### src/rtl/branch_predictor_pkg.sv
// rtl/branch_predictor_pkg.sv - shared counter encodings and FSM state codes for the branch predictor
package branch_predictor_pkg;

    typedef enum logic [1:0] {
        STRONG_NT = 2'b00,
        WEAK_NT   = 2'b01,
        WEAK_T    = 2'b10,
        STRONG_T  = 2'b11
    } bp_ctr_e;

    typedef enum logic {
        BP_CLEAR = 1'b0,
        BP_IDLE  = 1'b1
    } bp_state_e;

    // Freshly allocated entries start weakly taken.
    localparam bp_ctr_e BP_CTR_ALLOC = WEAK_T;

    function automatic logic ctr_predicts_taken(input bp_ctr_e ctr);
        return ctr[1];
    endfunction

endpackage

### src/rtl/bp_sat_counter.sv
// rtl/bp_sat_counter.sv - combinational 2-bit saturating increment/decrement
module bp_sat_counter
    import branch_predictor_pkg::*;
(
    input  bp_ctr_e ctr,
    input  logic    taken,
    output bp_ctr_e ctr_next
);

    always_comb begin
        ctr_next = ctr;
        if (taken) begin
            if (ctr != STRONG_T) begin
                ctr_next = bp_ctr_e'(ctr + 2'd1);
            end
        end else begin
            if (ctr != STRONG_NT) begin
                ctr_next = bp_ctr_e'(ctr - 2'd1);
            end
        end
    end

endmodule

### src/rtl/branch_predictor.sv
// rtl/branch_predictor.sv - direct-mapped 2-bit counter branch predictor with sweep invalidation and statistics
module branch_predictor
    import branch_predictor_pkg::*;
#(
    parameter int INDEX_BITS = 4,
    parameter int XLEN       = 32,
    parameter int CNT_WIDTH  = 32
) (
    input  logic                 clk,
    input  logic                 reset_n,
    input  logic [XLEN-1:0]      if_pc,
    output logic                 branch_estimation,
    output logic [XLEN-1:0]      predicted_target,
    input  logic                 ex_branch,
    input  logic [XLEN-1:0]      ex_pc,
    input  logic                 ex_taken,
    input  logic [XLEN-1:0]      ex_target,
    input  logic                 ex_prediction_miss,
    input  logic                 flush_req,
    output logic                 busy,
    output logic [CNT_WIDTH-1:0] branch_count,
    output logic [CNT_WIDTH-1:0] miss_count
);

    localparam int ENTRIES  = 2 ** INDEX_BITS;
    localparam int TAG_BITS = XLEN - INDEX_BITS - 2;

    logic                valid_q  [ENTRIES];
    logic [TAG_BITS-1:0] tag_q    [ENTRIES];
    logic [XLEN-1:0]     target_q [ENTRIES];
    bp_ctr_e             ctr_q    [ENTRIES];

    bp_state_e            state_q, state_d;
    logic [INDEX_BITS-1:0] clr_idx_q, clr_idx_d;
    logic [CNT_WIDTH-1:0]  branch_count_q, branch_count_d;
    logic [CNT_WIDTH-1:0]  miss_count_q, miss_count_d;

    logic [INDEX_BITS-1:0] if_idx, ex_idx;
    logic [TAG_BITS-1:0]   if_tag, ex_tag;
    logic                  if_hit, ex_hit;
    bp_ctr_e               ex_ctr, ex_ctr_next;

    logic                  valid_we;
    logic [INDEX_BITS-1:0] valid_widx;
    logic                  valid_wdata;
    logic                  entry_we;
    logic [XLEN-1:0]       entry_target;
    bp_ctr_e               entry_ctr;

    logic unused_pc_bits;
    assign unused_pc_bits = ^{if_pc[1:0], ex_pc[1:0]};

    assign if_idx = if_pc[INDEX_BITS+1:2];
    assign if_tag = if_pc[XLEN-1:INDEX_BITS+2];
    assign ex_idx = ex_pc[INDEX_BITS+1:2];
    assign ex_tag = ex_pc[XLEN-1:INDEX_BITS+2];

    assign if_hit = valid_q[if_idx] && (tag_q[if_idx] == if_tag);
    assign ex_hit = valid_q[ex_idx] && (tag_q[ex_idx] == ex_tag);
    assign ex_ctr = ctr_q[ex_idx];

    assign busy              = (state_q == BP_CLEAR);
    assign branch_estimation = !busy && if_hit && ctr_predicts_taken(ctr_q[if_idx]);
    assign predicted_target  = branch_estimation ? target_q[if_idx] : '0;
    assign branch_count      = branch_count_q;
    assign miss_count        = miss_count_q;

    bp_sat_counter u_sat_counter (
        .ctr      (ex_ctr),
        .taken    (ex_taken),
        .ctr_next (ex_ctr_next)
    );

    always_comb begin
        state_d        = state_q;
        clr_idx_d      = clr_idx_q;
        branch_count_d = branch_count_q;
        miss_count_d   = miss_count_q;
        valid_we       = 1'b0;
        valid_widx     = clr_idx_q;
        valid_wdata    = 1'b0;
        entry_we       = 1'b0;
        entry_target   = target_q[ex_idx];
        entry_ctr      = ex_ctr_next;

        case (state_q)
            BP_CLEAR: begin
                valid_we = 1'b1;
                if (flush_req) begin
                    clr_idx_d = '0;
                end else if (clr_idx_q == '1) begin
                    state_d   = BP_IDLE;
                    clr_idx_d = '0;
                end else begin
                    clr_idx_d = clr_idx_q + 1'b1;
                end
            end
            BP_IDLE: begin
                if (flush_req) begin
                    state_d   = BP_CLEAR;
                    clr_idx_d = '0;
                end else if (ex_branch) begin
                    if (branch_count_q != '1) begin
                        branch_count_d = branch_count_q + CNT_WIDTH'(1);
                    end
                    if (ex_prediction_miss && (miss_count_q != '1)) begin
                        miss_count_d = miss_count_q + CNT_WIDTH'(1);
                    end
                    if (ex_hit) begin
                        entry_we = 1'b1;
                        if (ex_taken) begin
                            entry_target = ex_target;
                        end
                    end else if (ex_taken) begin
                        // Allocation overwrites whatever entry aliases to this index.
                        entry_we     = 1'b1;
                        valid_we     = 1'b1;
                        valid_widx   = ex_idx;
                        valid_wdata  = 1'b1;
                        entry_target = ex_target;
                        entry_ctr    = BP_CTR_ALLOC;
                    end
                end
            end
            default: begin
                state_d   = BP_CLEAR;
                clr_idx_d = '0;
            end
        endcase
    end

    always_ff @(posedge clk or negedge reset_n) begin
        if (!reset_n) begin
            state_q        <= BP_CLEAR;
            clr_idx_q      <= '0;
            branch_count_q <= '0;
            miss_count_q   <= '0;
        end else begin
            state_q        <= state_d;
            clr_idx_q      <= clr_idx_d;
            branch_count_q <= branch_count_d;
            miss_count_q   <= miss_count_d;
        end
    end

    // Table storage carries no reset so it can map onto RAM.
    always_ff @(posedge clk) begin
        if (valid_we) begin
            valid_q[valid_widx] <= valid_wdata;
        end
        if (entry_we) begin
            tag_q[ex_idx]    <= ex_tag;
            target_q[ex_idx] <= entry_target;
            ctr_q[ex_idx]    <= entry_ctr;
        end
    end

endmodule

### config.mk
export PLATFORM = sky130hd
export DESIGN_NAME = branch_predictor
export DESIGN_NICKNAME = d
export VERILOG_FILES = /design/src/rtl/branch_predictor_pkg.sv /design/src/rtl/bp_sat_counter.sv /design/src/rtl/branch_predictor.sv
export SDC_FILE = /design/constraint.sdc
export NUM_CORES = 1
export LEC_CHECK = 0
export BUFFER_PORTS_ARGS = -buffer_cell sky130_fd_sc_hd__buf_2
export CORE_UTILIZATION = 56
export DETAILED_ROUTE_END_ITERATION = 10
export PLACE_DENSITY = 0.76
export SLEW_MARGIN = 20
export SYNTH_ARGS = -nofsm -noshare
export SYNTH_HDL_FRONTEND = slang
export SYNTH_SLANG_ARGS = --single-unit
export TNS_END_PERCENT = 50
### constraint.sdc
create_clock -name clk -period 17 [get_ports clk]
set_clock_uncertainty 0.1 [all_clocks]
set_input_delay 0.85 -clock clk [delete_from_list [all_inputs] [get_ports clk]]
set_output_delay 0.85 -clock clk [all_outputs]
set_load 0.02 [all_outputs]
Yosys cells after proc, flatten, opt, wreduce, memory -nomap -nowiden
Memory sizes are Yosys's and may differ from the RTL's.
Cells that the tools add are included.
{ "classes": {"n_bitwise": 2, "magnitude_cmp": 0, "n_eq_ne": 11, "n_div": 0, "add_sub_neg": 5, "n_reduce_logical": 9, "muxes": 40, "mul": 0, "shifts": 0} }
{ "op_table": {"columns": ["operator", "n"], "rows": [
  ["$mux 32", 5],
  ["$add 32x1->32 const B", 2],
  ["$ne 32x32->1 const B", 2],
  ["$eq 26x26->1", 2],
  ["$mux 4", 8],
  ["$mux 1", 16],
  ["$mux 2", 8],
  ["$pmux 4 s2", 1],
  ["$reduce_and 4->1", 2],
  ["$ne 2x2->1 const B", 3],
  ["$logic_and 1x1->1", 5],
  ["$reduce_and 5->1", 1],
  ["$add 4x1->4 const B", 1],
  ["$eq 4x4->1 const B", 1],
  ["$ne 4x4->1 const B", 1],
  ["$pmux 1 s2", 2],
  ["$ne 3x3->1 const B", 1],
  ["$add 2x1->2 const B", 1],
  ["$not 1->1", 2],
  ["$reduce_bool 2->1", 1],
  ["$sub 2x1->2 const B", 1],
  ["$ne 1x1->1 const B", 1]
]} }
{ "totals": {"ramBits": 976, "n_memories": 4, "output_inout_bits": 98, "romBits": 0, "ff_bits": 69, "word_cells": 75, "in_bits": 102, "latchBits": 0} }
{ "memory_table": {"columns": ["memory", "words", "word_bits", "read_ports", "rd_ports_with_merged_regs", "wr", "line_no", "rtl"], "rows": [
  ["target_q", 16, 32, 1, 0, 1, "branch_predictor.sv:30", "logic [XLEN-1:0] target_q [ENTRIES];"],
  ["tag_q", 16, 26, 2, 0, 1, "branch_predictor.sv:29", "logic [TAG_BITS-1:0] tag_q [ENTRIES];"],
  ["ctr_q", 16, 2, 2, 0, 1, "branch_predictor.sv:31", "bp_ctr_e ctr_q [ENTRIES];"],
  ["valid_q", 16, 1, 2, 0, 1, "branch_predictor.sv:28", "logic valid_q [ENTRIES];"]
]} }

Logic depth before layout (Yosys ltp)
An unclocked memory read counts as a cell.
{ "logic_depth": {"word_depth": 10, "depth_mapped": 14, "ltp_nobuf": 8} }

Cells and area by module
A second synthesis with hierarchy kept.
{ "hier_totals": {"cells_unflattened": 2252, "hier_area_um2": 45090.7} }
{ "modules_own_cells": {"columns": ["module", "seq_area_each_um2", "cells_each", "n_inst", "area_per_inst_um2"], "rows": [
  ["branch_predictor", 31034.8, 2249, 1, 45064.5],
  ["bp_sat_counter", 0.0, 3, 1, 26.3]
]} }

Worst setup path after synthesis
No wires, ideal clock.
{ "synth_timing": {"path_type": "input -> register", "from": "in ex_pc[3]", "to": "mem ctr_q[0][0] in the netlist's numbering (enable)", "t_arrival_ps": 5950, "setup_time_ps": 484, "required_ps": 16416, "path_buffers": 4, "slack_ps": 10466, "path_stages": 12, "cell_sequence": "buf_2 > buf_2 > buf_2 > buf_1 > mux4_2 > mux2i_1 > xnor2_1 > nand2_1 > o2111ai_2 > nor4b_4 > a31oi_4 > nor4_1"} }
{ "synth_between": {"elab_chain_cells": 9, "word_cells_on_any_way": 10, "classes_between": "eq/ne: 1; mux: 6; reduce/logical: 1; memory: 2"} }
{ "synth_lines": {"columns": ["element", "line_no", "rtl"], "rows": [
  ["start, declared", "branch_predictor.sv:15", "input logic [XLEN-1:0] ex_pc,"],
  ["$mem_v2 16x26", null, null],
  ["$eq 26x26->1", "branch_predictor.sv:59", "assign ex_hit = valid_q[ex_idx] && (tag_q[ex_idx] == ex_tag);"],
  ["$logic_and 1x1->1", "branch_predictor.sv:59", null],
  ["$mux 1", "branch_predictor.sv:109", "if (ex_hit) begin"],
  ["$mux 1", "branch_predictor.sv:102", "end else if (ex_branch) begin"],
  ["$mux 1", "branch_predictor.sv:99", "if (flush_req) begin"],
  ["$mux 1", "branch_predictor.sv:86", "case (state_q)"],
  ["$mux 1", "branch_predictor.sv:151", "if (entry_we) begin"],
  ["$mux 1 (not written as such)", "branch_predictor.sv:154", "ctr_q[ex_idx] <= entry_ctr;"],
  ["end, declared", "branch_predictor.sv:31", null]
]} }
Several ways; a longest one is shown, not always the timed one.

Worst setup path after layout
{ "layout_timing": {"from": "in if_pc[2]", "to": "out predicted_target[1]"} }
{ "layout_between": {"elab_chain_cells": 6, "word_cells_on_any_way": 9, "classes_between": "eq/ne: 1; mux: 1; reduce/logical: 3; memory: 4"} }
{ "layout_lines": {"columns": ["element", "line_no", "rtl"], "rows": [
  ["start, declared", "branch_predictor.sv:11", "input logic [XLEN-1:0] if_pc,"],
  ["$mem_v2 16x26", null, null],
  ["$eq 26x26->1", "branch_predictor.sv:58", "assign if_hit = valid_q[if_idx] && (tag_q[if_idx] == if_tag);"],
  ["$logic_and 1x1->1", "branch_predictor.sv:58", null],
  ["$logic_and 1x1->1 (2 in series)", "branch_predictor.sv:63", "assign branch_estimation = !busy && if_hit && ctr_predicts_taken(ctr_q[if_idx]);"],
  ["$mux 32 *", "branch_predictor.sv:64", "assign predicted_target = branch_estimation ? target_q[if_idx] : '0;"],
  ["end, declared", "branch_predictor.sv:13", "output logic [XLEN-1:0] predicted_target,"]
]} }
Mark *: on every way between the ends. The rest lies on a longest branch, timed or not.

==> results by group <==
Routing
  • Vias: 23.83k
  • Post-Route WL: 109.0 mm
  • First DRT Iteration DRCs: 2,811
  • Vias/cell: 6.629
  • WL/cell: 30.31 um
  • Pre-antenna DRT Iters: 9
  • Post-route ant nets: 0
  • # DRC: 0

Synth
  • Compound-Gate Fraction of Synth Area: 2.130%
  • Top-area cell type share of the netlist area: 65.12%
  • Most common flop cell mapped by yosys: edfxtp_1
  • Synth unique cells: 72
  • Commonest cells in the netlist: 976 x edfxtp_1, 380 x mux4_2, 89 x mux2i_1
  • Synth Instances: 2,220
  • Post-synth EDFFs: 976
  • Sequential area share after synthesis: 68.96%
  • Post-synthesis adder-cell area fraction: 0.1279%
  • Syn Area/Cell: 20.27 um^2
  • Top-count cell post-synth: edfxtp_1
  • Post-synthesis mux area share: 21.07%
  • Top cells by area, synth: edfxtp_1 65%, mux4_2 19%, dfrtp_1 3.8%
  • FF+latch count, synth: 1,045
  • YS warnings: 0
  • Async S/R FF share, synth: 6.603%
  • Post-Synth Simple-Gate Area: 3.909%
  • Leading area contributor after synthesis: edfxtp_1
  • Cell Area, Synth: 45,000 um^2
  • Largest family of logic cells by synthesized area: multiplexers
  • Synth Area in XOR/XNOR: 2.235%
  • Synth Net Count: 2,325

Critical path
  • CP arrival: 6.13 ns
  • CP endpoint kind: primary output
  • CP required: 16.05 ns
  • Crit-path slowest cell: nand3_2
  • Cells along the critical path: buf_8 > buf_16 > buf_12 > mux4_2 > mux4_2 > xor2_1 > nor4_1 > nand2_1 > nor4_1 > nand3_2 > nor2b_1 > buf_2
  • Kind of critical path: primary input to primary output
  • CP peak stage delay: 0.83 ns
  • Setup crit start kind: primary input
  • Critical Path Fanout Max: 114

Timing
  • WHS: 0.2639 ns
  • Max-slew headroom: 22.65%
  • Worst slew pin tran: 1.160 ns
  • Final Hold Vio Count: 0
  • TNS Setup: 0 ns
  • Final setup viols: 0
  • Final period utilization: 41.65%
  • Max Fclk: 0.1412 GHz
  • RSZ-0062 raised after global routing: false
  • Tmin final: 7.080 ns
  • Fin. max-slew vios: 0

Clock tree
  • Clk sinks: 1,045
  • CTS tree: yes
  • PostCTS Resize Cnt: 0
  • Skew-Pair Late Insertion Delay: 0.69 ns
  • Clock Path Buffers: 3
  • Post-CTS Repair Setup Buffers: 0
  • Hold buffers post-CTS: 0
  • Number of H-tree levels: 3
  • Root Driver: clkbuf_16
  • Clock slew at the register clock pins of the worst setup and hold paths: 0.06 ns
  • CTS buffer count: 104

Finish
  • Layout Area Growth over Synthesis: 12.64%
  • Nets@finish: 2,555
  • Share of cells above drive strength 1: 32.56%

GRT
  • GRT Total Usage: 26.95%
  • Grt total ovfl: 0
  • First-pass GRT wire length: 159.7 mm
  • Number of global-route vias before repair: 24.77k
  • Antenna violations before repair: 11
  • Largest net degree at the start of global routing: 121

Worst hold path
  • Hold Path Class: primary input to async pin

Floorplan
  • Die W: 285.5 um
  • Core Box Area: 79,260 um^2
  • Cell Rows: 103
  • Chip Height: 285.5 um
  • Die ar.: 81,500 um^2
  • Io pins: 200
  • Initial core utilization: 56.78%

Power
  • Pwr/cell area: 105.5 nW/um^2
  • Max IR drop VDD: 91.21 uV
  • Leakage: 16.95 nW

Placement
  • DP HPWL: 59.33 mm
  • GPL Wtd Cong: 0.8313
  • Input/output buffers: 195

Outcome
  • Outcome: finished clean

Job
  • Max_cap viols: 0
cell usage in the layout, fill, tap and decap left out, types with 26 or more instances in the layout:
cell	count
dfrtp_1	69
mux4_2	380
clkbuf_1	29
mux2i_1	89
xnor2_1	66
nand3_1	28
edfxtp_1	976
clkbuf_16	104
nor2b_1	40
xor2_1	47
nand4_1	26
buf_4	56
nor2_1	35
nand2_1	76
buf_2	189
final timing paths:
kind | startpoint | depth (start not counted) | end | slack, ns
min in group clk | flush_req | 2 | clr_idx_q[2] | 0.37
hold reg to reg | branch_count[23] | 1 | branch_count[23] | 0.39
hold / removal | reset_n | 2 | branch_count[19] | 0.26
setup reg to reg | tag_q[10][19] | 9 | ctr_q[12][1] | 11.95
setup / recovery | if_pc[2] | 12 | predicted_target[1] | 9.92
max in group asynchronous | reset_n | 2 | miss_count[17] | 15.90
layer usage:
layer	vias up	global-route usage [%]	wire (um)
li1	9808	-	-
met1	12470	35.82	40230
met5	-	0	61
met2	1309	43.85	54770
met4	10	9.880	3604
met3	238	6.419	10280
registers in the layout, indices dropped and copies added (netlist names):
register / cells
ctr_q: 32
target_q: 512
miss_count: 32
valid_q: 16
branch_count: 32
clr_idx_q: 4
tag_q: 416
state_q: 1
metrics by stage:
step	cell area, um^2	cells	total power, mW	worst slack, ns	util (%)
2_1_floorplan	45000	2220	3.072	10.47	-
3_3_place_gp	47330	3393	3.170	9.995	59.72
3_5_place_dp	47330	3393	3.177	9.880	59.72
4_1_cts	50640	3586	5.374	9.766	63.90
5_1_grt	50680	3593	5.489	9.514	63.95
6_report	50690	3595	5.349	9.920	63.96
cell type report:
cell class | instances | area, um^2
fillers | 5220 | 28570
multi-input cells | 1035 | 13480
clock buffers | 134 | 2725
diodes | 8 | 20.02
inverters | 12 | 45.04
clock inverters | 59 | 585.6
repair buffers | 252 | 1489
flip-flops and latches | 1045 | 31030
well taps | 1050 | 1314
report_power, final:
part / total [mW] / switching [mW] / internal [mW] / leakage [nW]
clock: 2.22 / 0.976 / 1.25 / 1.60
sequential: 2.82 / 0.00277 / 2.81 / 9.72
combinational: 0.309 / 0.174 / 0.135 / 5.63
total: 5.35 / 1.15 / 4.20 / 16.9
worst max-delay path, delay by kind of cell:
| kind | cells | cell delay, ns |
|---|---|---|
| multiplexers | 2 | 1.16 |
| AND/OR/NAND/NOR | 5 | 2.03 |
| buffers and inverters | 4 | 1.49 |
| XOR/XNOR | 1 | 0.18 |
logic make-up (layout without fill, tap and decap cells):
kind of cell	count (synthesis)	count (layout)
AO/OA/AOI/OAI	122	122
XOR/XNOR	114	114
adder cells (fa/ha/maj)	5	5
buffers and inverters	140	457
flip-flops	1045	1045
multiplexers	472	472
other	0	8
AND/OR/NAND/NOR	322	322
Note: power is estimated with default switching activity, not from simulation.
